`src/rtl/fe_fifo_reader_if.sv`:
```
// Byte-stream handshake carrying serialized event packets toward USB readout.
// The source drives byte and valid; the sink answers with ready.
interface fe_fifo_reader_if;
    logic [7:0] O_byte;
    logic       O_byte_valid;
    logic       I_byte_ready;

    modport master (output O_byte, output O_byte_valid, input I_byte_ready);
    modport slave  (input O_byte, input O_byte_valid, output I_byte_ready);
endinterface

```
`src/rtl/fe_fifo_reader.sv`:
```
// Drains the front-end capture FIFO, rebuilds absolute event time and
// serializes every non-reserved entry as a 4-byte packet for USB readout.
module fe_fifo_reader #(
    parameter int pTIMESTAMP_FULL_WIDTH = 16,
    parameter int pABS_TIME_WIDTH       = 32,
    parameter int pFIFO_WIDTH           = 2 + pTIMESTAMP_FULL_WIDTH + 8
) (
    input  logic                       usb_clk,
    input  logic                       reset_n,
    input  logic [pFIFO_WIDTH-1:0]     I_fifo_dout,
    input  logic                       I_fifo_empty,
    output logic                       O_fifo_rd,
    input  logic                       I_flush,
    fe_fifo_reader_if.master           byte_if,
    output logic                       O_event,
    output logic [pABS_TIME_WIDTH-1:0] O_event_time,
    output logic [7:0]                 O_event_data,
    output logic [pABS_TIME_WIDTH-1:0] O_abs_time,
    output logic [7:0]                 O_drop_count
);
    localparam int TW = pTIMESTAMP_FULL_WIDTH;

    localparam logic [1:0] CMD_DATA = 2'b00;
    localparam logic [1:0] CMD_TIME = 2'b10;
    localparam logic [1:0] CMD_RSVD = 2'b11;

    typedef enum logic [2:0] {IDLE, SEND0, SEND1, SEND2, SEND3} state_t;

    state_t                     state_reg, state_next;
    logic [pFIFO_WIDTH-1:0]     word_reg;
    logic [pABS_TIME_WIDTH-1:0] abs_time_reg;
    logic [pABS_TIME_WIDTH-1:0] event_time_reg;
    logic [7:0]                 event_data_reg;
    logic                       event_reg;
    logic [7:0]                 drop_count_reg;

    logic [1:0]                 head_cmd;
    logic [TW-1:0]              head_delta;
    logic [7:0]                 head_data;
    logic [pABS_TIME_WIDTH-1:0] head_delta_ext;
    logic [pABS_TIME_WIDTH-1:0] abs_time_sum;
    logic                       take;
    logic [15:0]                word_delta16;

    assign head_cmd   = I_fifo_dout[pFIFO_WIDTH-1 -: 2];
    assign head_delta = I_fifo_dout[pFIFO_WIDTH-3 -: TW];
    assign head_data  = I_fifo_dout[7:0];

    always_comb begin
        head_delta_ext         = '0;
        head_delta_ext[TW-1:0] = head_delta;
    end

    assign abs_time_sum = abs_time_reg + head_delta_ext;

    // Popping is held off while in reset so no FIFO entry is lost unseen.
    assign O_fifo_rd = reset_n && !I_fifo_empty && (I_flush || state_reg == IDLE);
    assign take      = O_fifo_rd && !I_flush;

    // State register
    always_ff @(posedge usb_clk or negedge reset_n) begin
        if (!reset_n) begin
            state_reg <= IDLE;
        end else begin
            state_reg <= state_next;
        end
    end

    // Next-state logic
    always_comb begin
        state_next = state_reg;
        if (I_flush) begin
            state_next = IDLE;
        end else begin
            case (state_reg)
                IDLE:    if (take && head_cmd != CMD_RSVD) state_next = SEND0;
                SEND0:   if (byte_if.I_byte_ready) state_next = SEND1;
                SEND1:   if (byte_if.I_byte_ready) state_next = SEND2;
                SEND2:   if (byte_if.I_byte_ready) state_next = SEND3;
                SEND3:   if (byte_if.I_byte_ready) state_next = IDLE;
                default: state_next = IDLE;
            endcase
        end
    end

    // Datapath: latched word, time accumulation, event capture, drop counter
    always_ff @(posedge usb_clk or negedge reset_n) begin
        if (!reset_n) begin
            word_reg       <= '0;
            abs_time_reg   <= '0;
            event_reg      <= 1'b0;
            event_time_reg <= '0;
            event_data_reg <= '0;
            drop_count_reg <= '0;
        end else begin
            event_reg <= 1'b0;
            if (I_flush) begin
                abs_time_reg <= '0;
            end else if (take) begin
                word_reg <= I_fifo_dout;
                if (head_cmd == CMD_DATA || head_cmd == CMD_TIME) begin
                    abs_time_reg <= abs_time_sum;
                end
                if (head_cmd == CMD_DATA) begin
                    event_reg      <= 1'b1;
                    event_time_reg <= abs_time_sum;
                    event_data_reg <= head_data;
                end
                if (head_cmd == CMD_RSVD && drop_count_reg != 8'hFF) begin
                    drop_count_reg <= drop_count_reg + 8'd1;
                end
            end
        end
    end

    // Delta is zero-padded to 16 bits so narrower timestamps still fill bytes 1/2.
    always_comb begin
        word_delta16         = '0;
        word_delta16[TW-1:0] = word_reg[pFIFO_WIDTH-3 -: TW];
    end

    // Output logic
    always_comb begin
        byte_if.O_byte       = 8'h00;
        byte_if.O_byte_valid = 1'b0;
        case (state_reg)
            SEND0: begin
                byte_if.O_byte       = {word_reg[pFIFO_WIDTH-1 -: 2], 6'b0};
                byte_if.O_byte_valid = 1'b1;
            end
            SEND1: begin
                byte_if.O_byte       = word_delta16[15:8];
                byte_if.O_byte_valid = 1'b1;
            end
            SEND2: begin
                byte_if.O_byte       = word_delta16[7:0];
                byte_if.O_byte_valid = 1'b1;
            end
            SEND3: begin
                byte_if.O_byte       = word_reg[7:0];
                byte_if.O_byte_valid = 1'b1;
            end
            default: begin
                byte_if.O_byte       = 8'h00;
                byte_if.O_byte_valid = 1'b0;
            end
        endcase
    end

    assign O_event      = event_reg;
    assign O_event_time = event_time_reg;
    assign O_event_data = event_data_reg;
    assign O_abs_time   = abs_time_reg;
    assign O_drop_count = drop_count_reg;
endmodule
```
`src/flat_wrapper.sv`:
```
// flat-port wrapper written by rule: the top's interface ports become plain ports
module fe_fifo_reader_flat 
#(
    parameter int pTIMESTAMP_FULL_WIDTH = 16,
    parameter int pABS_TIME_WIDTH       = 32,
    parameter int pFIFO_WIDTH           = 2 + pTIMESTAMP_FULL_WIDTH + 8
)
  (usb_clk, reset_n, I_fifo_dout, I_fifo_empty, O_fifo_rd, I_flush, O_event, O_event_time, O_event_data, O_abs_time, O_drop_count, byte_if_O_byte, byte_if_O_byte_valid, byte_if_I_byte_ready);
  fe_fifo_reader_if byte_if_i ();
  input  logic usb_clk;
  input  logic reset_n;
  input  logic [pFIFO_WIDTH-1:0] I_fifo_dout;
  input  logic I_fifo_empty;
  output logic O_fifo_rd;
  input  logic I_flush;
  output logic O_event;
  output logic [pABS_TIME_WIDTH-1:0] O_event_time;
  output logic [7:0] O_event_data;
  output logic [pABS_TIME_WIDTH-1:0] O_abs_time;
  output logic [7:0] O_drop_count;
  output wire logic [$bits(byte_if_i.O_byte)-1:0] byte_if_O_byte;
  output wire logic [$bits(byte_if_i.O_byte_valid)-1:0] byte_if_O_byte_valid;
  input wire logic [$bits(byte_if_i.I_byte_ready)-1:0] byte_if_I_byte_ready;
  assign byte_if_O_byte = byte_if_i.O_byte;
  assign byte_if_O_byte_valid = byte_if_i.O_byte_valid;
  assign byte_if_i.I_byte_ready = byte_if_I_byte_ready;
  fe_fifo_reader #(.pTIMESTAMP_FULL_WIDTH(pTIMESTAMP_FULL_WIDTH), .pABS_TIME_WIDTH(pABS_TIME_WIDTH), .pFIFO_WIDTH(pFIFO_WIDTH)) u_core (.usb_clk(usb_clk), .reset_n(reset_n), .I_fifo_dout(I_fifo_dout), .I_fifo_empty(I_fifo_empty), .O_fifo_rd(O_fifo_rd), .I_flush(I_flush), .byte_if(byte_if_i), .O_event(O_event), .O_event_time(O_event_time), .O_event_data(O_event_data), .O_abs_time(O_abs_time), .O_drop_count(O_drop_count));
endmodule
```
`config.mk`:
```
export PLATFORM = sky130hd
export DESIGN_NAME = fe_fifo_reader_flat
export DESIGN_NICKNAME = d
export VERILOG_FILES = /design/src/rtl/fe_fifo_reader_if.sv /design/src/rtl/fe_fifo_reader.sv /design/src/flat_wrapper.sv
export SDC_FILE = /design/constraint.sdc
export NUM_CORES = 1
export LEC_CHECK = 0
export ABC_AREA = 1
export CORE_MARGIN = 2
export CORE_UTILIZATION = 34
export DETAILED_ROUTE_END_ITERATION = 7
export GPL_TIMING_DRIVEN = 0
export PLACE_DENSITY_LB_ADDON = 0.1
export SYNTH_ARGS = -nofsm -noshare
export SYNTH_HDL_FRONTEND = slang
export SYNTH_SLANG_ARGS = --single-unit
```
`constraint.sdc`:
```
create_clock -name usb_clk -period 3.3 [get_ports usb_clk]
set_input_delay 0.495 -clock usb_clk [delete_from_list [all_inputs] [get_ports usb_clk]]
set_output_delay 0.495 -clock usb_clk [all_outputs]
set_load 0.01 [all_outputs]
```
## Yosys cells after proc, flatten, opt, wreduce, memory -nomap -nowiden

Cells that the tools add are included.

| cells by class | value |
|---|---|
| $add $sub $neg | 2 |
| equality and inequality tests | 13 |
| muxes and demuxes | 15 |
| bitwise gates (word level) | 1 |
| reductions and logical operators | 19 |

Operators with widths:

| kind | number |
|---|---|
| $mux W32 | 3 |
| $add A32 B16 Y32 | 1 |
| $pmux W8 S4 | 1 |
| $mux W3 | 6 |
| $ne A3 B3 Y1 const B | 5 |
| $pmux W3 S5 | 1 |
| $add A8 B1 Y8 const B | 1 |
| $ne A8 B8 Y1 const B | 1 |
| $eq A3 B2 Y1 const B | 2 |
| $reduce_and A3 Y1 | 2 |
| $logic_and A1 B1 Y1 | 5 |
| $reduce_and A5 Y1 | 1 |
| $eq A2 B2 Y1 const B | 2 |
| $mux W1 | 4 |
| $reduce_and A2 Y1 | 2 |
| $reduce_bool A2 Y1 | 2 |
| $reduce_or A4 Y1 | 1 |
| $eq A3 B1 Y1 const B | 1 |
| $eq A3 B3 Y1 const B | 1 |
| $logic_not A3 Y1 | 1 |
| $logic_not A1 Y1 | 2 |
| $logic_not A2 Y1 | 1 |
| $logic_or A1 B1 Y1 | 2 |
| $ne A2 B2 Y1 const B | 1 |
| $not A1 Y1 | 1 |

| storage, ports and cells | value |
|---|---|
| register bits after elaboration | 110 |
| bits of input ports | 31 |
| output and inout bits | 91 |
| logic and storage cells | 57 |

## Longest topological paths before layout

Gate-level depths: netlist of the first run.

| depth | value |
|---|---|
| depth after elaboration | 8 |
| depth in mapped cells | 14 |
| gate-level depth less buffers | 14 |

## Worst setup path after synthesis of the first run

Ideal clock, no wire load.

| timing path | value |
|---|---|
| path type | input-to-reg |
| start point | input port I_fifo_dout[8] |
| end point | register u_core.abs_time_reg[16] (netlist: u_core.O_abs_time[16]) |
| setup time | 117 ps |
| arrival time | 1927 ps |
| required time | 3183 ps |
| setup slack | 1255 ps |
| stages | 11 |
| path buffers | 0 |
| path through | ha_1 fa_1 nand2_1 a21oi_2 nand2_1 nand2_1 nand2_1 nand2_1 or2_2 nand3_1 nand2_1 |

| on the way | value |
|---|---|
| longest elaborated chain between the ends | 4 |

Ends and longest elaborated chain:

| item | line | text |
|---|---|---|
| start, declared | flat_wrapper.sv:12 | `input logic [pFIFO_WIDTH-1:0] I_fifo_dout;` |
| $add A32 B16 Y32 | fe_fifo_reader.sv:54 | `assign abs_time_sum = abs_time_reg + head_delta_ext;` |
| $mux W32 | fe_fifo_reader.sv:101 | `if (head_cmd == CMD_DATA \|\| head_cmd == CMD_TIME) begin` |
| $mux W32 | fe_fifo_reader.sv:99 | `end else if (take) begin` |
| $mux W32 | fe_fifo_reader.sv:97 | `if (I_flush) begin` |
| end signal, assigned | fe_fifo_reader.sv:102 | `abs_time_reg <= abs_time_sum;` |
| end, declared | fe_fifo_reader.sv:31 | `logic [pABS_TIME_WIDTH-1:0] abs_time_reg;` |

Every way passes these cells. The select of a mux whose other input is x is not followed.
A chain may end at the register's enable or synchronous reset.

## Worst setup path after layout of the first run

| timing path | value |
|---|---|
| start point | register u_core.state_reg[1] |
| end point | output port byte_if_O_byte[6] |

| on the way | value |
|---|---|
| longest elaborated chain between the ends | 2 |
| elaborated cells on any way between the ends | 5 |
| classes of those cells | eq/ne (4); mux (1) |

Ends and longest elaborated chain:

| item | line | text |
|---|---|---|
| start, declared | fe_fifo_reader.sv:29 | `state_t state_reg, state_next;` |
| start signal, assigned | fe_fifo_reader.sv:65 | `state_reg <= state_next;` |
| $eq A3 B3 Y1 (tied with other cells) | fe_fifo_reader.sv:126 | `case (state_reg)` |
| $pmux W8 S4 * | fe_fifo_reader.sv:126 |  |
| end, declared | flat_wrapper.sv:21 | `output wire logic [$bits(byte_if_i.O_byte)-1:0] byte_if_O_byte;` |

Mark *: on every way between the ends. The rest lies on a longest branch, timed or not.

==> results.md, run 1 <==
- Status: finished clean
- Worst vdd ir: 0.000368 V
- Largest net degree at the start of global routing: 63
- Sw Share: 0.340
- Asr flop ratio synth: 1.00
- Setup_tns: 0 ns
- Largest family of logic cells by synthesized area: simple AND/OR/NAND/NOR gates
- Hold Crit Class: input pin to asynchronous set/reset pin
- Deepest clock path buffer count: 2
- Post-synthesis mux area share: 0
- Ant. Diodes: 0
- RSZ-0062 raised after global routing: no
- # fillers: 1,804
- Crit path DAT: 2.10 ns
- Fmax: 386 MHz
- # port buffers: 121
- Antenna-violating nets left: 0
- Design area: 7920 µm²
- Mapped Cells: 829
- CP startpoint: u_core.state_reg[1]
- GR Util All Layers: 0.199
- Initial antenna violation count: 0
- CP max FO: 10
- Synth Register Bits: 110
- Post-cts sizing count: 0
- CP startpoint kind: flip-flop
- Final setup fails: 0
- Worst skew pair latency: 0.37 ns
- Detailed Route Iter0 Violations: 302
- Mapped Area: 6080 µm²
- Tmin final: 2.59 ns
- DRC viols: 0
- Vias per cell: 4.68
- CTS tree: built
- Grt total ovfl: 0
- Worst reg-to-reg setup slack: 1.06 ns
- Fin worst setup slack: 0.707 ns
- Clock share of power: 0.266
- Yosys warnings: 0
- First-pass GRT wire length: 28,700 µm
- RR Startpoint: u_core.O_abs_time[0]
- Multi-input gate area in the final layout: 2870 µm²
- Setup crit end: byte_if_O_byte[6]
- Synth Area in Compound Gates: 0.0689
- Skew final: 0.00930 ns
- Clock Sinks: 110
- Post-synthesis net count: 878
- CTS Buf Count: 9
- Setup WS pre-CTS: 0.470 ns
- Area growth, synth to finish: 30.2%
- DRT Pass-1 Iters: 4
- Final slew viol count: 0
- Total Power: 4.43 mW
- Synth Area in Adders: 0.0383
- Routed wire length: 18,100 µm
- Least-Margin Pin Slew: 0.599 ns
- P_leak: 4.03 nW
- Comb pwr share: 0.310
- Flop pwr share: 0.424
- Die width: 138 µm
- Worst r2r path cells: 11
- Starting density of the core: 0.349
- Register area share after synthesis: 0.453
- Slew headroom: 0.600
- Drt wl/cell: 15.2 µm
- Placed Area: 7600 µm²
- H-tree levels: 3
- Fin util: 0.455
- Worst Setup End Kind: output port
- Cell Int Power: 2.93 mW
- Number of synthesized flops with an enable pin: 0
- PD cells: 560 nW/µm²
- Net count, final: 1,011
- Die Area: 19,000 µm²
- Row count: 48
- Sequential Area: 2750 µm²
- Vias in the first global route: 5,432
- RR Endpoint: u_core.O_event_time[16]
- Psw: 1.51 mW
- Setup Fix Bufs, Post-CTS: 0
- Simple-gate share of the synthesized area: 0.333
- Data required, critical path: 2.80 ns
- Root buf cell: clkbuf_16
- CTS clk-pin slew, worst paths: 0.08 ns
- Die Y: 138 µm
- GPL Wtd Cong: 0.881
- Synth Area per Inst: 7.34 µm²
- Vias: 5,577
- Synth Flop Type: dfrtp_1
- Fin. Hold Viols: 0
- Critical path type: flip-flop to output port
- DP Wirelength: 14,200 µm
- Max cap viols: 0
- Cell total after placement: 1,176
- Share of cells above drive strength 1: 0.0465
- Unique masters post-synth: 39
- Core area: 17,400 µm²
- I/O pin count: 122
- Post-Layout Cell Count: 1,192
- Post-Synth XOR/XNOR Area: 0.0315
- Final Cycle Share: 0.786
- Final hold slack: 0.0437 ns
- Hold_buf cts: 0
-- cell usage after synthesis (2+ instances only) --
cell type	count	area, µm²
a21oi_1	13	65.1
and2_1	2	12.5
buf_2	7	35.0
buf_6	2	22.5
clkbuf_1	7	26.3
dfrtp_1	110	2750
ha_1	17	213
inv_1	94	353
inv_2	2	7.51
nand2_1	351	1320
nand2_2	2	12.5
nand3_1	67	335
nand3b_1	5	37.5
nand4_1	6	37.5
nor2_1	36	135
nor2_4	2	22.5
nor3_1	9	45.0
o2111ai_1	2	17.5
o21ai_0	26	130
o21ai_1	29	145
or2_1	2	12.5
or2_2	3	18.8
xnor2_1	14	123
xor2_1	6	52.6
-- area by class of cell --
type / count / area share
Timing Repair Buffer: 122 / 0.157
Tap cell: 225 / 0.0356
Multi-Input combinational cell: 604 / 0.362
Buffer: 18 / 0.0122
Sequential cell: 110 / 0.348
Inverter: 97 / 0.0460
Clock inverter: 7 / 0.0114
Clock buffer: 9 / 0.0284
-- cell families after synthesis --
group	count (synthesis)
AOI/OAI and AO/OA	76
xor gates and xnor gates	21
adders and majority gates	18
buffers and inverters	115
DFF	110
and+or+nand+nor	489
-- power by group through the flow --
stage / combinational (mW) / clock, mW / sequential (mW)
2_1_floorplan: 0.671 / 0 / 1.90
6_report: 1.38 / 1.18 / 1.88
4_1_cts: 1.39 / 1.21 / 1.88
3_3_place_gp: 1.37 / 0 / 1.90
5_1_grt: 1.54 / 1.26 / 1.91
3_5_place_dp: 1.39 / 0 / 1.90
-- critical path, stage by stage, from the launching register on --
cell and delay (ns):
dfrtp_1 0.43, buf_2 0.20, nand3_1 0.12, clkinv_1 0.21
nand2_1 0.12, o2111ai_1 0.14, clkdlybuf4s50_1 0.51
-- how the worst min path moves through the flow --
stage,depth (start not counted),to
6_report,1,u_core.O_drop_count[4]
2_1_floorplan,0,u_core.O_abs_time[0]
3_3_place_gp,2,u_core.O_event_time[13]
5_1_grt,1,u_core.O_drop_count[4]
3_5_place_dp,2,u_core.O_event_time[27]
4_1_cts,1,u_core.O_drop_count[4]
-- layer usage --
layer  up-vias  share of wire  GRT usage
li1       2877              -          -
met1      2574           0.47      0.268
met2       106           0.47      0.326
met3        20          0.044     0.0394
met4         0          0.020     0.0584
met5         -              0          0
-- placed cells by master, fill, tap and decap left out, types with 5 or more instances in the layout --
cell and n:
o21ai_0 26, nor3_1 9, clkbuf_1 7, nand3b_1 5
nand3_1 67, xor2_1 6, clkbuf_16 9, nand4_1 6
dfrtp_1 110, nor2_1 36, o21ai_1 29, buf_2 7
inv_1 94, nand2_1 351, clkdlybuf4s50_1 120, xnor2_1 14
a21oi_1 13, ha_1 17
(Power assumes the default switching activity.)
==> run 2, diff against run 1 <==
clock period = 2.08 ns   (was 3.3 ns; I/O delays follow)
==> results.md, run 2 (synthesized netlist as in run 1, its figures left out) <==
- Number of cells on the critical path: 11
- PD cells: 870 nW/µm²
- Vias in the first global route: 5,479
- Most common cell after layout, fill and taps aside: nand2_1
- Slew headroom: 0.707
- First-pass GRT wire length: 28,900 µm
- Placed Area: 7600 µm²
- Crit-path cells: clkdlybuf4s50_1, ha_2, or2_2, nand3b_1, nand2_1, nand2_1, nand2_1, nand2_1, nand3b_1, nand3_1, nand2_1
- P_leak: 4.19 nW
- Vias: 5,682
- Worst vdd ir: 0.000637 V
- Antenna-violating nets left: 0
- DRT Pass-1 Iters: 5
- Die Y: 138 µm
- Setup_tns: 0 ns
- Worst r2r path cells: 11
- # port buffers: 121
- CP max FO: 5
- Skew final: 0.00915 ns
- Fmax: 502 MHz
- Detailed Route Iter0 Violations: 282
- DP Wirelength: 14,200 µm
- Worst Setup End Kind: flip-flop
- Tmin final: 1.99 ns
- CTS Buf Count: 9
- # fillers: 1,781
- DRC viols: 0
- Starting density of the core: 0.349
- Row count: 48
- Die width: 138 µm
- Max cap viols: 0
- Net count, final: 1,022
- CTS tree: built
- Clock Sinks: 110
- Initial antenna violation count: 0
- Fin. Hold Viols: 0
- Design area: 8250 µm²
- Buf+Inv Stages, Crit Path: 1
- Die Area: 19,000 µm²
- GR Util All Layers: 0.201
- Deepest clock path buffer count: 2
- Area growth, synth to finish: 35.7%
- I/O pin count: 122
- Final Cycle Share: 0.958
- Final setup fails: 0
- GPL Wtd Cong: 0.881
- Drt wl/cell: 15.3 µm
- Crit path top cell by count: nand2_1
- Highest-count cells in the layout ignoring fill and taps: nand2_1, dfrtp_1, clkdlybuf4s50_1, inv_1, nand3_1
- Worst skew pair latency: 0.36 ns
- WHS Path Cells: 3
- Share of cells above drive strength 1: 0.103
- Vias per cell: 4.72
- Critical path type: input pin to flip-flop
- Least-Margin Pin Slew: 0.440 ns
- CP startpoint kind: input pin
- Slowest stage cell on the critical path: clkdlybuf4s50_1
- Hold Crit Class: input pin to flip-flop
- Core area: 17,400 µm²
- Sequential Area: 2760 µm²
- Largest net degree at the start of global routing: 63
- Final slew viol count: 0
- CTS clk-pin slew, worst paths: 0.08 ns
- Routed wire length: 18,400 µm
- H-tree levels: 3
- Grt total ovfl: 0
- Multi-input gate area in the final layout: 3070 µm²
- CP top delay family: simple AND/OR/NAND/NOR gates
- Status: finished clean
- Ant. Diodes: 0
- RSZ-0062 raised after global routing: yes
- Data required, critical path: 2.34 ns
- Slowest Stage Delay on Critical Path: 0.51 ns
- Crit path DAT: 2.25 ns
- Root buf cell: clkbuf_16
## run 2: cell count changes in the layout (fill, tap and decap cells not counted), moves of 4 or more
cell,before,now
nand2_1,351,336
clkdlybuf4s50_1,120,107
nand2_2,2,15
ha_1,17,5
buf_4,1,10
ha_4,0,8
dlygate4sd2_1,0,6
clkbuf_2,1,6
dlymetal6s2s_1,0,5
clkbuf_1,7,3
ha_2,0,4
## run 2: metal layers
layer  vias up  track usage  part of all wire
li1       2892            -                 -
met1      2640        0.269              0.46
met2       130        0.329              0.47
met3        20       0.0397             0.052
met4         0       0.0584             0.017
met5         -            0                 0
## run 2: area by class of cell
class	count	area share
inverters	97	0.0444
repair buffers	133	0.164
clock buffers	9	0.0273
multi-input cells	604	0.372
well taps	225	0.0341
flip-flops and latches	110	0.334
clock inverters	7	0.0109
plain buffers	18	0.0126
## run 2: per-stage QoR
stage / hold WS [ns] / worst slack (ns) / power, mW / cells / util
2_1_floorplan: 0.0164 / 0.111 / 4.08 / 829 / -
3_3_place_gp: 0.467 / -4.39 / 5.19 / 1175 / 0.435
3_5_place_dp: 0.285 / -0.567 / 5.22 / 1176 / 0.437
4_1_cts: 0.457 / 0.000847 / 7.17 / 1199 / 0.461
5_1_grt: 0.313 / -0.0212 / 7.65 / 1203 / 0.474
6_report: 0.314 / 0.0869 / 7.18 / 1203 / 0.474
## run 2: worst paths after layout
| check | startpoint | endpoint | slack (ns) |
|---|---|---|---|
| min | I_fifo_dout[19] | u_core.word_reg[19] | 0.31 |
| min reg2reg | u_core.O_event_time[13] | u_core.O_event_time[13] | 0.48 |
| max reg2reg | u_core.O_abs_time[0] | u_core.O_abs_time[16] | 0.11 |
| max in group asynchronous | reset_n | u_core.O_event_time[25] | 1.12 |
| min in group asynchronous | reset_n | u_core.O_drop_count[4] | 0.64 |
| max | I_fifo_dout[10] | u_core.O_event_time[17] | 0.09 |
## run 2: worst min-delay path: stages
cell and delay, ns:
dlymetal6s2s_1 0.19, nand2_1 0.09, nand2_1 0.04
## run 2: power breakdown
part           switching (mW)  leakage [nW]  internal (mW)  total, mW
clock network           0.893         0.156          0.971       1.86
registers               0.366          1.47           2.63       2.99
logic                    1.19          2.57           1.13       2.33
total                    2.45          4.19           4.73       7.18
## run 2: what timing repair did
action                     4_1_cts  5_1_grt
hold endpoints to repair        48        0
hold buffers                     2        0
pin swaps                        2        3
setup endpoints to repair       38       60
gates resized for setup         22       51
buffers inserted                 5        4
gates cloned                     0        0
==> run 3, diff against run 2 <==
SLEW_MARGIN = 30   (was unset)
==> results.md, run 3 (synthesized netlist as in run 1, its figures left out) <==
- Worst skew pair latency: 0.37 ns
- PD cells: 871 nW/µm²
- DRT Pass-1 Iters: 5
- CP startpoint: u_core.state_reg[0]
- Die Y: 138 µm
- # fillers: 1,771
- H-tree levels: 3
- Clock Sinks: 110
- Setup WS pre-CTS: -0.565 ns
- Skew final: 0.00906 ns
- Most common cell after layout, fill and taps aside: nand2_1
- Vias in the first global route: 5,527
- P_leak: 4.19 nW
- CTS Buf Count: 9
- Worst r2r path cells: 12
- Fin. Hold Viols: 0
- # port buffers: 121
- Hold Crit Class: input pin to flip-flop
- Max cap viols: 0
- Deepest clock path buffer count: 2
- Final Cycle Share: 0.959
- Worst Setup End Kind: output port
- Routed wire length: 18,600 µm
- Fin worst setup slack: 0.0848 ns
- Row count: 48
- Root buf cell: clkbuf_16
- DRC viols: 0
- Largest net degree at the start of global routing: 64
- Initial antenna violation count: 0
- Die width: 138 µm
- Crit path DAT: 1.68 ns
- DP Wirelength: 14,200 µm
- CP startpoint kind: flip-flop
- I/O pin count: 122
- Vias: 5,735
- Worst vdd ir: 0.000685 V
- CTS clk-pin slew, worst paths: 0.08 ns
- CTS tree: built
- RR Startpoint: u_core.O_abs_time[0]
- Ant. Diodes: 0
- Die Area: 19,000 µm²
- Data required, critical path: 1.77 ns
- Highest-count cells in the layout ignoring fill and taps: nand2_1, dfrtp_1, clkdlybuf4s50_1, inv_1, nand3_1
- GR Util All Layers: 0.203
- Net count, final: 1,025
- Share of cells above drive strength 1: 0.111
- Slew headroom: 0.693
- Critical path type: flip-flop to output port
- Detailed Route Iter0 Violations: 299
- Core area: 17,400 µm²
- Antenna-violating nets left: 0
- Tmin final: 2.00 ns
- Vias per cell: 4.76
- Grt total ovfl: 0
- First-pass GRT wire length: 29,200 µm
- Starting density of the core: 0.349
- Worst reg-to-reg setup slack: 0.12 ns
- Setup crit end: byte_if_O_byte[0]
- Final hold slack: 0.256 ns
- Least-Margin Pin Slew: 0.460 ns
- Final slew viol count: 0
- GPL Wtd Cong: 0.881
- Status: finished clean
- CP max FO: 9
- Fmax: 501 MHz
- RR Endpoint: u_core.O_event_time[22]
- Area growth, synth to finish: 36.1%
- Final setup fails: 0
- Drt wl/cell: 15.4 µm
[run 3: stage by stage]
stage                     setup TNS, ns  utilization  total power [mW]  instances  instance area (µm²)
after global placement          -873.36        0.435              5.19       1175                 7570
after floorplan                       0            -              4.08        829                 6080
after global routing            -0.0154        0.475              7.66       1206                 8280
after CTS                             0        0.463              7.18       1201                 8060
after detailed placement         -23.34        0.437              5.22       1176                 7610
final                                 0        0.475              7.21       1206                 8280
[run 3: critical path: stages (launching register included)]
cell	delay (ns)
dfrtp_2	0.45
buf_4	0.15
nor2_4	0.10
buf_4	0.17
nand3_1	0.08
nand3_1	0.10
dlygate4sd2_1	0.27
[run 3: worst min path at each step]
stage / from / depth (start not counted) / endpoint / slack, ns
finish: I_fifo_dout[8] / 3 / u_core.word_reg[8] / 0.26
global route: I_fifo_dout[8] / 3 / u_core.word_reg[8] / 0.28
CTS: reset_n / 6 / u_core.word_reg[0] / 0.46
detailed placement: reset_n / 1 / u_core.O_drop_count[4] / 0.24
global placement: u_core.O_event_time[13] / 2 / u_core.O_event_time[13] / 0.47
floorplan: reset_n / 0 / u_core.O_abs_time[0] / 0.02
[run 3: repair_timing]
action / CTS / global route
hold endpoints to repair: 47 / 0
resized for setup: 28 / 53
buffers inserted: 7 / 5
endpoints found under the setup margin: 39 / 46
hold buffers: 2 / 0
pin swaps: 2 / 6
[run 3: cell type report]
class                   instances  area (µm²)  share of cell area
well taps                     225         282              0.0340
clock buffers                   9         225              0.0272
plain buffers                  18         104              0.0125
inverters                      97         367              0.0443
flip-flops and latches        110        2760               0.333
clock inverters                 7        90.1              0.0109
multi-input cells             604        3100               0.374
repair buffers                136        1360               0.164
[run 3: where the power goes]
group,switching (mW),internal [mW]
clock,0.912,0.970
combinational,1.21,1.12
sequential,0.362,2.63
total,2.49,4.72
[run 3: per-layer routing]
| layer | vias up | GRT usage | wire length, µm |
|---|---|---|---|
| met3 | 20 | 0.0353 | 903 |
| met4 | 0 | 0.0641 | 361 |
| met1 | 2669 | 0.271 | 8540 |
| li1 | 2898 | - | - |
| met2 | 148 | 0.334 | 8810 |
| met5 | - | 0 | 0 |
